<file path="src/rtl/lc3_execute_stage.sv">
// LC3 pipeline execute stage: operand bypass, ALU, address adder and branch mask,
// with all results registered one cycle toward the writeback/memory stages.
module lc3_execute_stage #(
  parameter bit BYPASS_EN = 1'b1
) (
  input  logic        clock,
  input  logic        reset,
  input  logic        enable_execute,
  input  logic [15:0] IR,
  input  logic [15:0] npc_in,
  input  logic [5:0]  E_control,
  input  logic [1:0]  W_control_in,
  input  logic        Mem_control_in,
  input  logic [15:0] VSR1,
  input  logic [15:0] VSR2,
  input  logic        bypass_alu_1,
  input  logic        bypass_alu_2,
  input  logic        bypass_mem_1,
  input  logic        bypass_mem_2,
  input  logic [15:0] Mem_Bypass_Val,
  output logic [2:0]  sr1,
  output logic [2:0]  sr2,
  output logic [15:0] aluout,
  output logic [15:0] pcout,
  output logic [1:0]  W_control_out,
  output logic        Mem_control_out,
  output logic [15:0] M_data,
  output logic [2:0]  dr,
  output logic [2:0]  NZP,
  output logic [15:0] IR_exec
);

  logic [3:0]  opcode;
  logic [1:0]  alu_op;
  logic [1:0]  pcsel1;
  logic        pcsel2;
  logic        op2sel;
  logic [15:0] op1;
  logic [15:0] op2;
  logic [15:0] alu_b;
  logic [15:0] alu_res;
  logic [15:0] addr_a;
  logic [15:0] addr_b;
  logic [15:0] pc_sum;
  logic [15:0] aluout_next;
  logic [2:0]  nzp_next;

  assign opcode = IR[15:12];
  assign alu_op = E_control[5:4];
  assign pcsel1 = E_control[3:2];
  assign pcsel2 = E_control[1];
  assign op2sel = E_control[0];

  // Stores read their source register through the sr2 port.
  assign sr1 = IR[8:6];
  assign sr2 = (opcode == 4'b0011 || opcode == 4'b0111 || opcode == 4'b1011) ? IR[11:9] : IR[2:0];

  // aluout here is the value still held from the previous instruction.
  always_comb begin
    op1 = VSR1;
    op2 = VSR2;
    if (BYPASS_EN) begin
      if (bypass_alu_1)      op1 = aluout;
      else if (bypass_mem_1) op1 = Mem_Bypass_Val;
      if (bypass_alu_2)      op2 = aluout;
      else if (bypass_mem_2) op2 = Mem_Bypass_Val;
    end
  end

  assign alu_b = op2sel ? op2 : {{11{IR[4]}}, IR[4:0]};

  always_comb begin
    case (alu_op)
      2'b01:   alu_res = op1 & alu_b;
      2'b10:   alu_res = ~op1;
      default: alu_res = op1 + alu_b;
    endcase
  end

  assign addr_a = pcsel2 ? npc_in : op1;

  always_comb begin
    case (pcsel1)
      2'b00:   addr_b = {{5{IR[10]}}, IR[10:0]};
      2'b01:   addr_b = {{7{IR[8]}}, IR[8:0]};
      2'b10:   addr_b = {{10{IR[5]}}, IR[5:0]};
      default: addr_b = 16'h0000;
    endcase
  end

  assign pc_sum = addr_a + addr_b;

  always_comb begin
    aluout_next = pc_sum;
    if (opcode == 4'b0001 || opcode == 4'b0101 || opcode == 4'b1001)
      aluout_next = alu_res;
  end

  always_comb begin
    nzp_next = 3'b000;
    if (opcode == 4'b0000)      nzp_next = IR[11:9];
    else if (opcode == 4'b1100) nzp_next = 3'b111;
  end

  always_ff @(posedge clock or posedge reset) begin
    if (reset) begin
      aluout          <= 16'h0000;
      pcout           <= 16'h0000;
      W_control_out   <= 2'b00;
      Mem_control_out <= 1'b0;
      M_data          <= 16'h0000;
      dr              <= 3'b000;
      NZP             <= 3'b000;
      IR_exec         <= 16'h0000;
    end else if (enable_execute) begin
      aluout          <= aluout_next;
      pcout           <= pc_sum;
      W_control_out   <= W_control_in;
      Mem_control_out <= Mem_control_in;
      M_data          <= op2;
      dr              <= IR[11:9];
      NZP             <= nzp_next;
      IR_exec         <= IR;
    end
  end

endmodule

</file>
<file path="config.mk">
export PLATFORM = sky130hd
export DESIGN_NAME = lc3_execute_stage
export DESIGN_NICKNAME = d
export VERILOG_FILES = /design/src/rtl/lc3_execute_stage.sv
export SDC_FILE = /design/constraint.sdc
export NUM_CORES = 1
export LEC_CHECK = 0
export CAP_MARGIN = 20
export CORE_UTILIZATION = 45
export DETAILED_ROUTE_END_ITERATION = 8
export PLACE_DENSITY = 0.78
export RECOVER_POWER = 50
export SYNTH_ARGS = -nofsm -noshare
export SYNTH_HDL_FRONTEND = slang
export SYNTH_SLANG_ARGS = --single-unit
</file>
<file path="constraint.sdc">
create_clock -name clock -period 3.3 [get_ports clock]
set_input_delay 0.825 -clock clock [delete_from_list [all_inputs] [get_ports clock]]
set_output_delay 0.825 -clock clock [all_outputs]
set_load 0.02 [all_outputs]
</file>
Yosys cells after proc, flatten, opt, wreduce, memory -nomap -nowiden

Cells that the tools add are included.

Add/sub/neg operators: 2
Eq/ne operators: 11
Multiplexer cells: 12
Bitwise logic cells: 2
Reductions and logical operators: 6

Operator list:

| operator                                                              | number |
|---|---|
| 16-bit 2-to-1 mux                                                     | 7 |
| 16-bit case mux with 3 select lines                                   | 1 |
| 16-bit adder                                                          | 2 |
| 16-bit case mux with 2 select lines                                   | 1 |
| 16-bit AND                                                            | 1 |
| 16-bit inverter                                                       | 1 |
| 4-bit equality test, second input constant                            | 3 |
| 3-bit 2-to-1 mux                                                      | 3 |
| 4-bit by 3-bit equality test with 1-bit output, second input constant | 2 |
| 2-bit by 1-bit equality test with 1-bit output, second input constant | 2 |
| 2-bit equality test, second input constant                            | 2 |
| 4-bit by 1-bit equality test with 1-bit output, second input constant | 1 |
| 4-bit by 2-bit equality test with 1-bit output, second input constant | 1 |
| 4-bit zero test                                                       | 1 |
| 1-bit logical OR                                                      | 4 |
| 2-bit zero test                                                       | 1 |

Flip-flop bits (word level): 73
Input port bits: 96
Output and inout port bits: 79
Word-level logic and storage cells: 41

Longest topological paths before layout

Depth in word-level cells: 6
Mapped depth: 17
Mapped depth without buffers: 15

Worst setup path before layout

Ideal clock, no wire load.

Path type: input-to-reg
From: input port bypass_mem_2
To: register aluout[13]
Library setup time: 0.126 ns
Arrival time: 4.208 ns
Data required time: 3.174 ns
Setup slack: -1.034 ns
Stages: 15
Buffers on the path: 2
Cells stage by stage: clkbuf_1 clkbuf_1 mux2i_1 o21ai_0 mux2i_1 inv_1 ha_1 a211o_1 a2111oi_4 o31ai_2 o41ai_4 o21ai_2 xnor2_1 a21oi_1 a221o_1

Cells in the longest elaborated chain, start to end: 6
Elaborated cells between the ends (all ways): 7
Classes of those cells: add/sub: 1; mux: 5; bitwise: 1

Ends and longest elaborated chain:

| what                                       | line   | RTL |
|---|---|---|
| start, declared                            | 19     | `input logic bypass_mem_2,` |
| 16-bit 2-to-1 mux (*)                      | 66     | `else if (bypass_mem_2) op2 = Mem_Bypass_Val;` |
| 16-bit 2-to-1 mux (*)                      | 65     | `if (bypass_alu_2) op2 = aluout;` |
| 16-bit 2-to-1 mux (*)                      | 70     | `assign alu_b = op2sel ? op2 : {{11{IR[4]}}, IR[4:0]};` |
| 16-bit adder or 16-bit AND (tied branches) | 76, 74 |  |
| 16-bit case mux with 2 select lines (*)    | 73     | `case (alu_op)` |
| 16-bit 2-to-1 mux (*)                      | 95     | `if (opcode == 4'b0001 \|\| opcode == 4'b0101 \|\| opcode == 4'b1001)` |
| end signal, assigned                       | 116    | `aluout <= aluout_next;` |
| end, declared                              | 23     | `output logic [15:0] aluout,` |

Every way passes the cells marked *; elsewhere a longest branch is shown, timed or not.
A chain may end at the register's enable or synchronous reset.

Final worst setup path

From: input port bypass_mem_1
To: register pcout[14]

Cells in the longest elaborated chain, start to end: 4

Ends and longest elaborated chain:

| what                 | line | RTL |
|---|---|---|
| start, declared      | 18   | `input logic bypass_mem_1,` |
| 16-bit 2-to-1 mux    | 64   | `else if (bypass_mem_1) op1 = Mem_Bypass_Val;` |
| 16-bit 2-to-1 mux    | 63   | `if (bypass_alu_1) op1 = aluout;` |
| 16-bit 2-to-1 mux    | 80   | `assign addr_a = pcsel2 ? npc_in : op1;` |
| 16-bit adder         | 91   | `assign pc_sum = addr_a + addr_b;` |
| end signal, assigned | 117  | `pcout <= pc_sum;` |
| end, declared        | 24   | `output logic [15:0] pcout,` |

Every way passes these cells.

==> impl_metrics.yaml <==
worst_setup_path:
  crit_path_start_kind: "input pin"
  max_stage_delay_ps: 320
  worst-path-buf-inv: 5
  crit_type: "in2reg"
  cp_cell_sequence: "buf_8, buf_4, mux2i_1, nor2_1, a21oi_1, buf_4, o21ai_2, ha_1, buf_6, o21a_1, o31a_1, o21ai_2, buf_4, a221oi_4, o21ai_2, a21oi_2, mux2i_2, a31o_2"
  critical_path_required_ps: 3580
  arrival_ps: 3900
  reg2reg_depth: 13
  crit_family: "compound AO/OA/AOI/OAI gates"
  worstPathMaxFanout: 4
  r2r_end: "aluout[13]$_DFFE_PP0P_"
  worstReg2RegStart: "aluout[1]$_DFFE_PP0P_"
  worst-r2r-setup-slack_ps: 120
  cp-end-kind: "flop"
  crit_slowest_cell: "ha_1"
clocking:
  cts_root_buffer: "clkbuf_16"
  clk_latency_ps: 350
  cts_made_buffers: 9
  cts.path.max_buffers: 2
  clk_pin_slew_ps: 70
  holdBufCountCts: 0
  clkSinkCount: 70
  cts_tree: "yes"
  cts_max_level: 3
synthesis:
  ys_warn_count: 0
  synth_ff_type: "dfrtp_1"
  synth_edf_count: 0
  synth_area_mm2: 0.00561
  ys_seq_area_share_pct: 31.2
  ys_ff_latch: 70
  postSynthCellCount: 642
  async_flop_share_pct: 100
  synth_top_cell_by_area: "dfrtp_1"
  ys_types: 62
  synth_area_leaders: "dfrtp_1, mux2_2, ha_1, mux2i_1, nand2_1"
  yosys.area.top_type_share_pct: 31.2
  synth.avg_cell_area_um2: 8.73
  syn_nets: 773
detailed_routing:
  wl_per_cell_um: 20.8
  dr_total_vias: 6556
  drcViolationCount: 0
  vias_per_cell: 5.76
  ant_nets: 0
  firstDrtPassIters: 6
  initialDrtViolationCount: 533
  wirelength_um: 23700
grt:
  antenna_found_initial: 0
  grt_pass1_vias: 6635
  overflow: 0
  grt_start_max_net_pins: 58
  grt_pass1_wl_um: 34600
  grtUsageTotal_pct: 35.0
cells_and_area:
  fillerInstances: 777
  final_common_cell: "buf_4"
  final_cell_area_mm2: 0.00960
  drive_gt1_share_pct: 34.9
  final_cell_mix: "buf_4, clkdlybuf4s50_1, nand2_1"
  insertedDiodeCount: 0
  multi_input_area_mm2: 0.00402
  seqCellArea_mm2: 0.00175
  nNetsFinal: 1097
  final_util_pct: 79.6
  area_growth_pct: 71.3
placed_design:
  dpl-instance-area_mm2: 0.00849
  port_buffers: 174
  dpl.hpwl_um: 15500
  globalplace.congestion: 0.922
  post-place-ws_ps: -1030
run:
  cap_viol_max_count: 0
sta:
  max_slew_margin_pct: 19.6
  hold_violations: 0
  report.final.slew_viol_count: 0
  fmax_mhz: 276
  hold_ws_ps: 503
  setup_slack_ps: -318
  fin_worst_skew_ps: 11.2
  rsz0062_at_grt: "yes"
  period_needed_ps: 3620
  period_share_pct: 110
  setup_viol: 19
  tightest_slew_ps: 1200
floorplan:
  rows: 40
  die_w_um: 114
  ios: 175
  design.core.area_mm2: 0.0121
  start_util_pct: 46.5
  fp.dieH_um: 114
  die-area_mm2: 0.0129
power_and_ir_drop:
  ir_drop_mv: 0.379
  leakage_nw: 4.50
  finalPower_mw: 4.98
  powerDensity_mw_per_mm2: 519
min_path:
  hold_path_depth: 1
  hold_start: "NZP[0]$_DFFE_PP0P_"
  hold_path_end: "NZP[0]$_DFFE_PP0P_"
  min_path_type: "reg2reg"
status:
  status: "finished with violations"
  violations: "setup timing"
[metrics by stage]
stage	TNS, ps	cells
CTS	-1300	1126
floorplan	-2260	642
global placement	-15790	1081
global route	-4800	1139
finish	-3850	1139
detailed placement	-18110	1081
[flip-flops by register name (all words and copies together), names as in the netlist]
name and cells:
M_data 16, aluout 16, pcout 16, IR_exec 14
NZP 3, W_control_out 2, dr 2, Mem_control_out 1
[cell type report]
type                    instances  area share, %
multi-input cells             489           41.9
well taps                     168           2.19
clock inverters                 7          0.782
clock buffers                   9           2.34
repair buffers                353           32.9
flip-flops and latches         70           18.2
inverters                      43           1.68
[layer usage]
layer  vias up  wire length [um]  global-route usage, %
li1       2942                 -                      -
met1      3142              9380                   43.9
met2       385             11100                   58.6
met3        87              2040                   6.11
met4         0              1140                   16.2
met5         -                 0                      0
[Yosys cell counts, types with 9 or more instances]
cell	n
a21o_1	9
a21oi_1	49
a221oi_1	13
clkbuf_1	20
dfrtp_1	70
ha_1	33
inv_1	43
mux2_2	48
mux2i_1	38
nand2_1	76
nor2_1	53
o21ai_0	49
xnor2_1	15
[repair_timing]
action | CTS | global route
setup buffers | 28 | 14
pin swaps | 61 | 52
cloned | 1 | 0
setup endpoints to repair | 21 | 23
resized for setup | 125 | 60
[cell families (layout without fill, tap and decap cells)]
kind of cell / after synthesis / count (layout) / synth area share [%]
mux: 86 / 86 / 16.4
compound gates: 180 / 180 / 22.0
simple gates: 167 / 167 / 12.6
xor+xnor: 21 / 21 / 3.28
buf+inv: 83 / 412 / 6.32
fa+ha+maj: 35 / 35 / 8.08
flops: 70 / 70 / 31.2
[power breakdown]
group | total, mW | internal, mW | switching [mW] | leakage, nW
combinational | 2.76 | 1.42 | 1.34 | 3.52
sequential | 1.20 | 1.04 | 0.166 | 0.834
clock | 1.02 | 0.589 | 0.434 | 0.149
total | 4.98 | 3.04 | 1.94 | 4.50
[worst max path at each step]
stage / cells past startpoint / slack [ps] / start / to
4_1_cts: 19 / -190 / bypass_mem_1 / aluout[12]$_DFFE_PP0P_
2_1_floorplan: 15 / -510 / bypass_mem_2 / aluout[13]$_DFFE_PP0P_
3_3_place_gp: 14 / -950 / bypass_mem_2 / aluout[13]$_DFFE_PP0P_
5_1_grt: 18 / -380 / bypass_mem_1 / pcout[14]$_DFFE_PP0P_
6_report: 18 / -320 / bypass_mem_1 / pcout[14]$_DFFE_PP0P_
3_5_place_dp: 18 / -1030 / bypass_mem_1 / aluout[12]$_DFFE_PP0P_
[worst register-to-register path: cells and delay by family (launching register included)]
kind | cells | cell delay [ps]
compound gates | 8 | 1800
xor+xnor | 1 | 170
fa+ha+maj | 1 | 250
buf+inv | 1 | 100
flops | 1 | 450
mux | 1 | 200
simple gates | 1 | 90
(Power assumes the default switching activity.)
